### config.mk
export PLATFORM = sky130hd
export DESIGN_NAME = mem_arbiter_flat
export DESIGN_NICKNAME = d
export VERILOG_FILES = /design/src/rtl/mem_arb_pkg.sv /design/src/rtl/mem_arb_if.sv /design/src/rtl/mem_arbiter_arb_pick.sv /design/src/rtl/mem_arbiter.sv /design/src/flat_wrapper.sv
export SDC_FILE = /design/constraint.sdc
export NUM_CORES = 1
export LEC_CHECK = 0
export CORE_MARGIN = 3
export CORE_UTILIZATION = 25
export DETAILED_ROUTE_END_ITERATION = 10
export GPL_TIMING_DRIVEN = 0
export PLACE_DENSITY = 0.55
export SLEW_MARGIN = 30
export SYNTH_ARGS = -nofsm -noshare
export SYNTH_HDL_FRONTEND = slang
export SYNTH_SLANG_ARGS = --single-unit
### constraint.sdc
create_clock -name clk -period 4.62 [get_ports clk]
set_input_delay 0.693 -clock clk [delete_from_list [all_inputs] [get_ports clk]]
set_output_delay 0.693 -clock clk [all_outputs]
set_load 0.02 [all_outputs]
### src/rtl/mem_arb_pkg.sv
// mem_arb_pkg: shared FSM states, port ids and latency constants for mem_arbiter
package mem_arb_pkg;
  typedef enum logic [1:0] {IDLE, ACCESS, LATCH, RESP} state_t;
  localparam logic PORT_I = 1'b0;
  localparam logic PORT_D = 1'b1;
  localparam int ACCESS_RD_LAT = 3;
  localparam int ACCESS_WR_LAT = 2;
endpackage

### src/rtl/mem_arb_if.sv
// mem_arb_if: requester and syncram bus of mem_arbiter
//   i_*   : instruction-fetch read port (req/addr in, rdata/ready out)
//   d_*   : load/store port (req/we/addr/wdata in, rdata/ready out)
//   ram_* : syncram strobes (cs/oe/we/addr/din out, dout in)
//   busy  : arbiter not idle
//   slave modport is the arbiter view, master the surrounding system view
interface mem_arb_if #(parameter int AW = 32, parameter int DW = 32);
  logic          i_req;
  logic [AW-1:0] i_addr;
  logic [DW-1:0] i_rdata;
  logic          i_ready;
  logic          d_req;
  logic          d_we;
  logic [AW-1:0] d_addr;
  logic [DW-1:0] d_wdata;
  logic [DW-1:0] d_rdata;
  logic          d_ready;
  logic          ram_cs;
  logic          ram_oe;
  logic          ram_we;
  logic [AW-1:0] ram_addr;
  logic [DW-1:0] ram_din;
  logic [DW-1:0] ram_dout;
  logic          busy;
  modport slave (
    input  i_req, i_addr, d_req, d_we, d_addr, d_wdata, ram_dout,
    output i_rdata, i_ready, d_rdata, d_ready, ram_cs, ram_oe, ram_we, ram_addr, ram_din, busy
  );
  modport master (
    output i_req, i_addr, d_req, d_we, d_addr, d_wdata, ram_dout,
    input  i_rdata, i_ready, d_rdata, d_ready, ram_cs, ram_oe, ram_we, ram_addr, ram_din, busy
  );
endinterface

### src/rtl/mem_arbiter_arb_pick.sv
// arb_pick: combinational winner select between I and D requesters
//   in : i_req, d_req, last_grant   out: grant_valid, grant_port
//   MEM_ARB_RR_EN defined: round-robin on contention, else fixed D>I priority
module arb_pick
  import mem_arb_pkg::*;
(
  input  logic i_req,
  input  logic d_req,
  input  logic last_grant,
  output logic grant_valid,
  output logic grant_port
);
  assign grant_valid = i_req | d_req;
`ifdef MEM_ARB_RR_EN
  // on contention the port that did not win last time goes next
  assign grant_port = (i_req & d_req) ? ~last_grant : (d_req ? PORT_D : PORT_I);
`else
  logic unused_last_grant;
  assign unused_last_grant = last_grant;
  assign grant_port = d_req ? PORT_D : PORT_I;
`endif
endmodule

### src/rtl/mem_arbiter.sv
// mem_arbiter: shares one syncram between I-fetch and load/store ports
//   clk, rst_n (async active-low), bus (mem_arb_if.slave: requester and RAM signals)
//   optional MEM_ARB_RR_EN selects round-robin arbitration in arb_pick
module mem_arbiter
  import mem_arb_pkg::*;
#(
  parameter int AW = 32,
  parameter int DW = 32
) (
  input logic      clk,
  input logic      rst_n,
  mem_arb_if.slave bus
);
  state_t state;
  logic   owner;
  logic   last_grant;
  logic   grant_valid;
  logic   grant_port;
  arb_pick u_pick (
    .i_req       (bus.i_req),
    .d_req       (bus.d_req),
    .last_grant  (last_grant),
    .grant_valid (grant_valid),
    .grant_port  (grant_port)
  );
  assign bus.busy = state != IDLE;
  always_ff @(posedge clk or negedge rst_n)
    if (!rst_n) begin
      state        <= IDLE;
      owner        <= PORT_I;
      last_grant   <= PORT_D;
      bus.i_rdata  <= {DW{1'b0}};
      bus.d_rdata  <= {DW{1'b0}};
      bus.i_ready  <= 1'b0;
      bus.d_ready  <= 1'b0;
      bus.ram_cs   <= 1'b0;
      bus.ram_oe   <= 1'b0;
      bus.ram_we   <= 1'b0;
      bus.ram_addr <= {AW{1'b0}};
      bus.ram_din  <= {DW{1'b0}};
    end else begin
      bus.i_ready <= 1'b0;
      bus.d_ready <= 1'b0;
      case (state)
        IDLE: if (grant_valid) begin
          state        <= ACCESS;
          owner        <= grant_port;
          last_grant   <= grant_port;
          bus.ram_cs   <= 1'b1;
          bus.ram_oe   <= grant_port == PORT_D ? ~bus.d_we : 1'b1;
          bus.ram_we   <= grant_port == PORT_D ? bus.d_we : 1'b0;
          bus.ram_addr <= grant_port == PORT_D ? bus.d_addr : bus.i_addr;
          bus.ram_din  <= grant_port == PORT_D ? bus.d_wdata : {DW{1'b0}};
        end
        ACCESS: begin
          // RAM acts on this edge; writes are done, reads need one more cycle for dout
          state      <= bus.ram_we ? RESP : LATCH;
          bus.ram_cs <= 1'b0;
          bus.ram_oe <= 1'b0;
          bus.ram_we <= 1'b0;
          if (bus.ram_we) bus.d_ready <= 1'b1;
        end
        LATCH: begin
          state <= RESP;
          if (owner == PORT_D) begin
            bus.d_rdata <= bus.ram_dout;
            bus.d_ready <= 1'b1;
          end else begin
            bus.i_rdata <= bus.ram_dout;
            bus.i_ready <= 1'b1;
          end
        end
        RESP: state <= IDLE;
        default: state <= IDLE;
      endcase
    end
endmodule
### src/flat_wrapper.sv
// flat-port wrapper written by rule: the top's interface ports become plain ports
module mem_arbiter_flat import mem_arb_pkg::*;
#(
  parameter int AW = 32,
  parameter int DW = 32
)
  (clk, rst_n, bus_i_req, bus_i_addr, bus_d_req, bus_d_we, bus_d_addr, bus_d_wdata, bus_ram_dout, bus_i_rdata, bus_i_ready, bus_d_rdata, bus_d_ready, bus_ram_cs, bus_ram_oe, bus_ram_we, bus_ram_addr, bus_ram_din, bus_busy);
  mem_arb_if #(.AW(AW), .DW(DW)) bus_i ();
  input logic clk;
  input logic rst_n;
  input wire logic [$bits(bus_i.i_req)-1:0] bus_i_req;
  input wire logic [$bits(bus_i.i_addr)-1:0] bus_i_addr;
  input wire logic [$bits(bus_i.d_req)-1:0] bus_d_req;
  input wire logic [$bits(bus_i.d_we)-1:0] bus_d_we;
  input wire logic [$bits(bus_i.d_addr)-1:0] bus_d_addr;
  input wire logic [$bits(bus_i.d_wdata)-1:0] bus_d_wdata;
  input wire logic [$bits(bus_i.ram_dout)-1:0] bus_ram_dout;
  output wire logic [$bits(bus_i.i_rdata)-1:0] bus_i_rdata;
  output wire logic [$bits(bus_i.i_ready)-1:0] bus_i_ready;
  output wire logic [$bits(bus_i.d_rdata)-1:0] bus_d_rdata;
  output wire logic [$bits(bus_i.d_ready)-1:0] bus_d_ready;
  output wire logic [$bits(bus_i.ram_cs)-1:0] bus_ram_cs;
  output wire logic [$bits(bus_i.ram_oe)-1:0] bus_ram_oe;
  output wire logic [$bits(bus_i.ram_we)-1:0] bus_ram_we;
  output wire logic [$bits(bus_i.ram_addr)-1:0] bus_ram_addr;
  output wire logic [$bits(bus_i.ram_din)-1:0] bus_ram_din;
  output wire logic [$bits(bus_i.busy)-1:0] bus_busy;
  assign bus_i.i_req = bus_i_req;
  assign bus_i.i_addr = bus_i_addr;
  assign bus_i.d_req = bus_d_req;
  assign bus_i.d_we = bus_d_we;
  assign bus_i.d_addr = bus_d_addr;
  assign bus_i.d_wdata = bus_d_wdata;
  assign bus_i.ram_dout = bus_ram_dout;
  assign bus_i_rdata = bus_i.i_rdata;
  assign bus_i_ready = bus_i.i_ready;
  assign bus_d_rdata = bus_i.d_rdata;
  assign bus_d_ready = bus_i.d_ready;
  assign bus_ram_cs = bus_i.ram_cs;
  assign bus_ram_oe = bus_i.ram_oe;
  assign bus_ram_we = bus_i.ram_we;
  assign bus_ram_addr = bus_i.ram_addr;
  assign bus_ram_din = bus_i.ram_din;
  assign bus_busy = bus_i.busy;
  mem_arbiter #(.AW(AW), .DW(DW)) u_core (.clk(clk), .rst_n(rst_n), .bus(bus_i));
endmodule
==> results of run 1 <==
[critical path, cell delays in order, from the launching register on]
cell and delay (ns):
dfrtp_1 0.40, inv_1 0.13, ha_1 0.16, buf_4 0.18, clkbuf_1 0.39, inv_1 0.07
clkdlybuf4s50_1 0.56
[layer usage]
layer	global-route usage, %	vias up
li1	-	2099
met1	17.56	2154
met2	22.40	164
met3	4.813	8
met4	3.911	0
met5	0	-
[sequential cells by signal (all words and copies together), names as in the netlist]
name,count
u_core.bus.i_ready,1
u_core.bus.d_ready,1
u_core.bus.ram_we,1
u_core.bus.ram_addr,32
u_core.owner,1
u_core.bus.ram_cs,1
u_core.bus.d_rdata,32
u_core.bus.ram_oe,1
u_core.bus.ram_din,32
u_core.state,2
u_core.bus.i_rdata,32
[kinds of logic (layout without fill, tap and decap cells)]
group | after synthesis | after routing | share of synthesized area (%)
compound gates | 41 | 41 | 4.024
fa+ha+maj | 5 | 5 | 1.137
buf+inv | 33 | 331 | 3.114
flops | 136 | 136 | 61.83
mux | 98 | 98 | 19.39
simple gates | 138 | 138 | 10.50
[cell usage after synthesis (2+ instances only)]
master    count
a21oi_1       2
buf_1         2
buf_2        17
buf_4         7
clkbuf_1      3
dfrtp_1     136
ha_1          5
inv_1         4
mux2_2       65
mux2i_1      32
nand2_1     102
nand3_1      32
o21ai_0      34
[stage by stage]
stage | power, mW | instance area [um^2] | hold WS (ns) | utilization [%] | std cells
detailed placement | 5.525 | 8533 | 0.4561 | 39.96 | 992
global route | 7.338 | 9173 | 0.1920 | 42.96 | 1024
CTS | 7.038 | 9173 | 0.1820 | 42.96 | 1024
floorplan | 3.802 | 5504 | 0.3974 | - | 451
finish | 6.912 | 9173 | 0.1890 | 42.96 | 1024
global placement | 5.455 | 8501 | 0.4554 | 39.81 | 991
[cell type report]
| cell class | count | area [um^2] | area share, % |
|---|---|---|---|
| flip-flops and latches | 136 | 3403 | 37.10 |
| well taps | 275 | 344.1 | 3.751 |
| repair buffers | 266 | 2685 | 29.27 |
| clock inverters | 11 | 168.9 | 1.841 |
| multi-input cells | 282 | 1929 | 21.03 |
| plain buffers | 29 | 156.4 | 1.705 |
| clock buffers | 21 | 470.5 | 5.129 |
| inverters | 4 | 15.01 | 0.1637 |
[how the worst max path moves through the flow]
stage          slack [ns]            start  cells past startpoint                 endpoint
3_3_place_gp        -2.60            rst_n                      1  u_core.bus.ram_addr[11]
2_1_floorplan        2.72  u_core.state[0]                      5                 bus_busy
4_1_cts              1.59  u_core.state[0]                      6                 bus_busy
3_5_place_dp         2.04  u_core.state[0]                      6                 bus_busy
6_report             1.63  u_core.state[1]                      6                 bus_busy
5_1_grt              1.46  u_core.state[1]                      6                 bus_busy
[report_power, final]
| group | leakage (nW) | total [mW] | internal (mW) | switching [mW] |
|---|---|---|---|---|
| clock network | 0.313 | 1.46 | 0.948 | 0.515 |
| logic | 2.09 | 3.33 | 1.65 | 1.68 |
| registers | 1.65 | 2.12 | 1.81 | 0.314 |
==> flow_metrics.tcl, run 1 <==
set metrics [dict create \
    post-route-min-period_ns 2.992 \
    clk_latency_ns 0.41 \
    ctsResizeCount 0 \
    required_ns 3.93 \
    setup_slack_ns 1.628 \
    syn_area_um2 5504 \
    numCtsBuffers 17 \
    maxSlewViolCount 0 \
    r2r_end "u_core.bus.i_rdata[2]" \
    grt_antenna_before_repair 0 \
    io_pins 267 \
    r2r_setup_slack_ns 2.87 \
    drive_gt1_share_pct 16.82 \
    firstDrtPassIters 4 \
    r2r_cells 6 \
    setup_violations 0 \
    period_share_pct 64.76 \
    ys_seq_elements 136 \
    cts_hold_buf 0 \
    hpwlAfterDp_um 12420 \
    synth.distinct_cells 23 \
    fin_setup_tns_ns 0 \
    synth_edf_count 0 \
    final_cell_mix "clkdlybuf4s50_1 (264), dfrtp_1 (136), nand2_1 (102)" \
    synth.avg_cell_area_um2 12.20 \
    wl_um 16500 \
    synth_nets 589 \
    max_cap_violations 0 \
    hold_viol_final 0 \
    cts_tree "yes" \
    die_x_um 154.4 \
    wl_met2_um 8179 \
    synth_seq_area_share_pct 61.83 \
    drc_errors 0 \
    async_flop_share_pct 100.0 \
    yosysTopAreaCell "dfrtp_1" \
    status "finished, final reports clean" \
    relSlewSlack_pct 67.09 \
    die-height_um 154.4 \
    tightest_slew_ns 0.4812 \
    core_um2 21350 \
    fillCellCount 2028 \
    crit_path_start_kind "register" \
    cts.clk_slew.worst_paths_ns 0.06 \
    start_util_pct 25.78 \
    holdCritPathClass "in -> async" \
    viasPerCell 4.321 \
    cts.sinks 136 \
    overflow 0 \
    finClkSkew_ns 0.007499 \
    port_buffers 265 \
    grt_max_degree 87 \
    root_buffer "clkbuf_16" \
    cp-end-kind "primary output" \
    synthTopCellsByArea "dfrtp_1 (62%), mux2_2 (13%), nand2_1 (7.0%), mux2i_1 (5.8%), o21ai_0 (3.1%)" \
    rr_startpoint "u_core.state[0]" \
    htreeDepth 4 \
    die_area_um2 23830 \
    rsz0062_at_grt "no" \
    yosys_warnings 0 \
    wl_per_cell_um 16.11 \
    synth_top_area_share_pct 61.83 \
    finalNetCount 874 \
    pre_cts_ws_ns 2.037 \
    final_common_cell "clkdlybuf4s50_1" \
    postCtsSetupRepairBufs 0 \
    gp_congestion 0.7385 \
    synth_ff_type "dfrtp_1" \
    critical_path_class "reg -> out" \
    syn_to_final_growth_pct 66.65 \
    crit_arrival_ns 2.30 \
    p_per_area_nw_per_um2 753.5 \
    cts_max_path_buffers 2 \
    p_leak_nw 4.059 \
    synthCells 451 \
    fmax_mhz 334.3 \
    first_global_vias 4702 \
    vias 4425 \
    worst-path-max-fanout 10 \
    grt_pass1_wl_um 26140 \
    wl_met3_um 1260 \
    drt_iter0_drc 114 \
    grtUsageTotal_pct 13.81 \
    drt.antenna.violating_nets 0 \
    drt-met1-wl_um 6920 \
    peakVddDrop_mv 0.2742 \
    diodes 0 \
    highest_layer "met4" \
    std_cell_rows 53 \
]
No activity file was read; power rests on OpenSTA's default activity.
==> inputs of run 2 (changes only) <==
- clock period: 4.62 -> 2.9 ns (I/O delays scaled with it)
==> run 2 against run 1 <==
Effect of this change: die area unchanged; worst setup slack got worse by 1.1 ns; first-iteration DRC count is 4.4% higher.
==> flow_metrics.tcl, run 2 (synthesis gave the netlist of run 1 again) <==
set metrics [dict create \
    viasPerCell 4.327 \
    final_common_cell "clkdlybuf4s50_1" \
    root_buffer "clkbuf_16" \
    power_mw 11.01 \
    final_cell_mix "clkdlybuf4s50_1 (264), dfrtp_1 (136), nand2_1 (102)" \
    finalNetCount 874 \
    port_buffers 265 \
    fin_util_pct 42.99 \
    relSlewSlack_pct 66.82 \
    rsz0062_at_grt "no" \
    cts.sinks 136 \
    setup_slack_ns 0.4972 \
    p_leak_nw 4.062 \
    r2r_setup_slack_ns 1.05 \
    clk_latency_ns 0.41 \
    worst-path-max-fanout 19 \
    wl_per_cell_um 16.12 \
    die-height_um 154.4 \
    postCtsSetupRepairBufs 0 \
    fmax_mhz 416.2 \
    crit_path_start_kind "register" \
    grt_max_degree 87 \
    status "finished, final reports clean" \
    finClkSkew_ns 0.007528 \
    required_ns 2.47 \
    hold_viol_final 0 \
    drt-met1-wl_um 6944 \
    die_x_um 154.4 \
    ctsResizeCount 0 \
    std_cell_rows 53 \
    drc_errors 0 \
    start_util_pct 25.78 \
    period_share_pct 82.86 \
    p_per_area_nw_per_um2 1200 \
    io_pins 267 \
    cp-end-kind "primary output" \
    htreeDepth 4 \
    drt.antenna.violating_nets 0 \
    tightest_slew_ns 0.4852 \
    grtUsageTotal_pct 13.81 \
    numCtsBuffers 17 \
    wl_um 16510 \
    maxSlewViolCount 0 \
    drive_gt1_share_pct 16.82 \
    wl_met3_um 1258 \
    grt_antenna_before_repair 0 \
    cts_tree "yes" \
    pre_cts_ws_ns 0.5748 \
    cp-endpoint "bus_busy" \
    grt_pass1_wl_um 26140 \
    crit_arrival_ns 1.97 \
    cts.clk_slew.worst_paths_ns 0.06 \
    max_cap_violations 0 \
    r2r_end "u_core.bus.ram_oe" \
    post-route-min-period_ns 2.403 \
    wl_met2_um 8166 \
    syn_to_final_growth_pct 66.77 \
    hpwlAfterDp_um 12420 \
    gp_congestion 0.7385 \
    holdCritPathClass "reg -> reg" \
    setup_violations 0 \
    r2r_cells 6 \
    drt_iter0_drc 119 \
    hold_start "u_core.bus.ram_din[29]" \
    overflow 0 \
    cts_max_path_buffers 2 \
    first_global_vias 4698 \
    diodes 0 \
    vias 4431 \
    startpoint "u_core.state[0]" \
    die_area_um2 23830 \
    critical_path_class "reg -> out" \
    firstDrtPassIters 4 \
    highest_layer "met4" \
    core_um2 21350 \
    peakVddDrop_mv 0.4364 \
    rr_startpoint "u_core.state[1]" \
    fin_hold_ws_ns 0.4646 \
]
-- run 2: changes by cell type in the layout (fill, tap and decap cells not counted) --
cell,previous run,this run
clkbuf_1,4,3
dlygate4sd3_1,0,1
-- run 2: worst max-delay path: stages (launching register included) --
cell	delay [ns]
dfrtp_1	0.37
inv_1	0.10
ha_1	0.20
buf_4	0.21
inv_1	0.07
clkdlybuf4s50_1	0.60
-- run 2: area by class of cell --
| class | instances | area, um^2 |
|---|---|---|
| Tap cell | 275 | 344.1 |
| Timing Repair Buffer | 267 | 2695 |
| Buffer | 28 | 152.6 |
| Fill cell | 2029 | 12170 |
| Inverter | 4 | 15.01 |
| Clock buffer | 21 | 470.5 |
| Clock inverter | 11 | 168.9 |
| Sequential cell | 136 | 3403 |
| Multi-Input combinational cell | 282 | 1929 |
-- run 2: how the worst min path moves through the flow --
stage / end / slack (ns) / cells after the start
2_1_floorplan: u_core.bus.d_rdata[0] / 0.14 / 0
3_3_place_gp: u_core.bus.ram_din[0] / 0.46 / 2
3_5_place_dp: u_core.bus.d_rdata[20] / 0.37 / 1
4_1_cts: u_core.state[0] / 0.47 / 3
5_1_grt: u_core.bus.ram_din[5] / 0.50 / 2
6_report: u_core.bus.ram_din[29] / 0.46 / 2
-- run 2: metal layers --
layer | global-route usage [%] | up-vias
met5 | 0 | -
met4 | 3.911 | 0
met3 | 4.785 | 8
met2 | 22.40 | 166
met1 | 17.58 | 2157
li1 | - | 2100
-- run 2: repair_timing --
action,in CTS,in global routing
hold buffers,1,0
setup endpoints to repair,0,1
endpoints found under the hold margin,50,0
-- run 2: where the power goes --
| part | internal [mW] | total, mW | switching (mW) | leakage [nW] |
|---|---|---|---|---|
| logic | 2.62 | 5.30 | 2.68 | 2.10 |
| registers | 2.88 | 3.38 | 0.504 | 1.65 |
| clock network | 1.51 | 2.33 | 0.823 | 0.313 |
-- run 2: stage by stage --
| step | setup TNS [ns] | std cells | cell area, um^2 |
|---|---|---|---|
| global placement | -550.47 | 991 | 8501 |
| CTS | 0 | 1025 | 9183 |
| finish | 0 | 1024 | 9179 |
| detailed placement | 0 | 992 | 8533 |
| floorplan | 0 | 451 | 5504 |
| global route | 0 | 1024 | 9179 |
==> inputs of run 3 (changes only) <==
- PLACE_DENSITY: 0.55 -> 0.57
- clock period: 2.9 -> 2 ns (I/O delays scaled with it)
==> run 3 against run 2 <==
Effect of this change: clock power is 33% higher; flip-flop and latch count is the same; sequential share of layout area hardly changed; global-route usage decreased by 0.47 points; sequential power rose by 45%; worst setup slack worse by 0.38 ns; critical path depth is the same; register-to-register slack lost 0.86 ns; largest power group unchanged.
==> flow_metrics.tcl, run 3 (synthesis gave the netlist of run 1 again) <==
set metrics [dict create \
    p_per_area_nw_per_um2 1721 \
    grt_max_degree 86 \
    peakVddDrop_mv 0.5517 \
    crit_arrival_ns 1.58 \
    wl_per_cell_um 15.87 \
    post-route-min-period_ns 1.882 \
    die-height_um 154.4 \
    grt_antenna_before_repair 0 \
    fin_util_pct 42.94 \
    die_area_um2 23830 \
    stdcell_area_um2 9169 \
    io_pins 267 \
    relSlewSlack_pct 70.16 \
    root_buffer "clkbuf_16" \
    hpwlAfterDp_um 12560 \
    drt.antenna.violating_nets 0 \
    firstDrtPassIters 4 \
    max_cap_violations 0 \
    fin_hold_ws_ns 0.3535 \
    final_cell_mix "clkdlybuf4s50_1 (263), dfrtp_1 (136), nand2_1 (102)" \
    core_um2 21350 \
    finClkSkew_ns 0.009698 \
    seqCellArea_um2 3403 \
    p_sw_share_pct 36.70 \
    syn_to_final_growth_pct 66.58 \
    first_global_vias 4642 \
    crit_path_start_kind "register" \
    cts.sinks 136 \
    drc_errors 0 \
    multi_input_area_um2 1932 \
    post-place-cells 992 \
    stdcell_count 1027 \
    htreeDepth 4 \
    period_share_pct 94.12 \
    worst-path-max-fanout 6 \
    rsz0062_at_grt "no" \
    status "finished, final reports clean" \
    p_leak_nw 4.054 \
    placed_area_um2 8533 \
    maxSlewViolCount 0 \
    setup_violations 0 \
    die_x_um 154.4 \
    fillCellCount 2005 \
    hold_viol_final 0 \
    internal-power_mw 9.992 \
    grtUsageTotal_pct 13.34 \
    std_cell_rows 53 \
    viasPerCell 4.316 \
    diodes 0 \
    holdCritPathClass "in -> reg" \
    power_frac_clock_pct 19.7 \
    start_util_pct 25.78 \
    wl_um 16290 \
    numCtsBuffers 17 \
    tightest_slew_ns 0.4476 \
    final_common_cell "clkdlybuf4s50_1" \
    cp-end-kind "primary output" \
    critical_path_class "reg -> out" \
    overflow 0 \
    finalNetCount 878 \
    cts.clk_slew.worst_paths_ns 0.06 \
    port_buffers 265 \
    drt_iter0_drc 152 \
    vias 4433 \
    power_frac_seq_pct 31.1 \
    cts_tree "yes" \
    cts_max_path_buffers 2 \
    combPwrFrac_pct 49.2 \
    grt_pass1_wl_um 25320 \
    p_sw_mw 5.792 \
    required_ns 1.70 \
    clk_latency_ns 0.41 \
    drive_gt1_share_pct 17.55 \
    gp_congestion 0.7761 \
    fmax_mhz 531.2 \
]
-- run 3: layout make-up --
cell class	instances	share of cell area (%)
Sequential cell	136	37.12
Timing Repair Buffer	271	29.71
Multi-Input combinational cell	282	21.07
Clock buffer	18	4.681
Tap cell	275	3.753
Buffer	28	1.801
Clock inverter	13	1.706
Inverter	4	0.1638
-- run 3: worst max-delay path, stage by stage (launching register included) --
cell and delay, ns:
dfrtp_1 0.41, inv_2 0.10, ha_2 0.20, buf_12 0.11, inv_1 0.04, dlygate4sd2_1 0.31
-- run 3: metrics by stage --
| step | TNS [ns] | total power, mW | worst slack, ns |
|---|---|---|---|
| after floorplan | 0 | 8.782 | 0.4395 |
| after detailed placement | -0.2298 | 12.76 | -0.2298 |
| after CTS | 0 | 16.00 | 0.008565 |
| after global routing | 0 | 16.74 | 0.05555 |
| final | 0 | 15.78 | 0.1175 |
| after global placement | -649.72 | 12.59 | -4.790 |
-- run 3: metal layers --
layer  GRT usage (%)  part of all wire [%]  up-vias
met5               0                     0        -
met4           3.659                  0.90        0
met1           16.14                    41     2139
met3           5.316                   9.2       10
met2           22.15                    49      177
li1                -                     -     2107
-- run 3: path summary, 6_finish.rpt --
kind                                        startpoint                      to  slack [ns]  cells past startpoint
worst max-delay path                   u_core.state[0]                bus_busy        0.12                      5
worst min-delay path                         bus_d_req         u_core.state[0]        0.35                      3
worst max register to register         u_core.state[0]       u_core.bus.ram_oe        0.19                      7
worst min register to register  u_core.bus.ram_din[22]  u_core.bus.ram_din[22]        0.46                      2
max in group asynchronous                        rst_n   u_core.bus.i_rdata[8]        0.85                      3
min in group asynchronous                        rst_n   u_core.bus.ram_din[9]        0.38                      2
-- run 3: power by group through the flow --
| stage | logic (mW) | registers, mW | clock network [mW] |
|---|---|---|---|
| 3_5_place_dp | 7.81 | 4.95 | 0 |
| 5_1_grt | 8.31 | 5.09 | 3.34 |
| 3_3_place_gp | 7.70 | 4.88 | 0 |
| 6_report | 7.77 | 4.90 | 3.11 |
| 4_1_cts | 7.85 | 4.93 | 3.22 |
| 2_1_floorplan | 2.23 | 6.56 | 0 |
-- run 3: timing repair --
action,CTS,global route
gates resized for setup,7,0
endpoints found under the setup margin,1,1
setup buffers,0,4
pin swaps,0,0
hold buffers,1,0
endpoints found under the hold margin,51,0
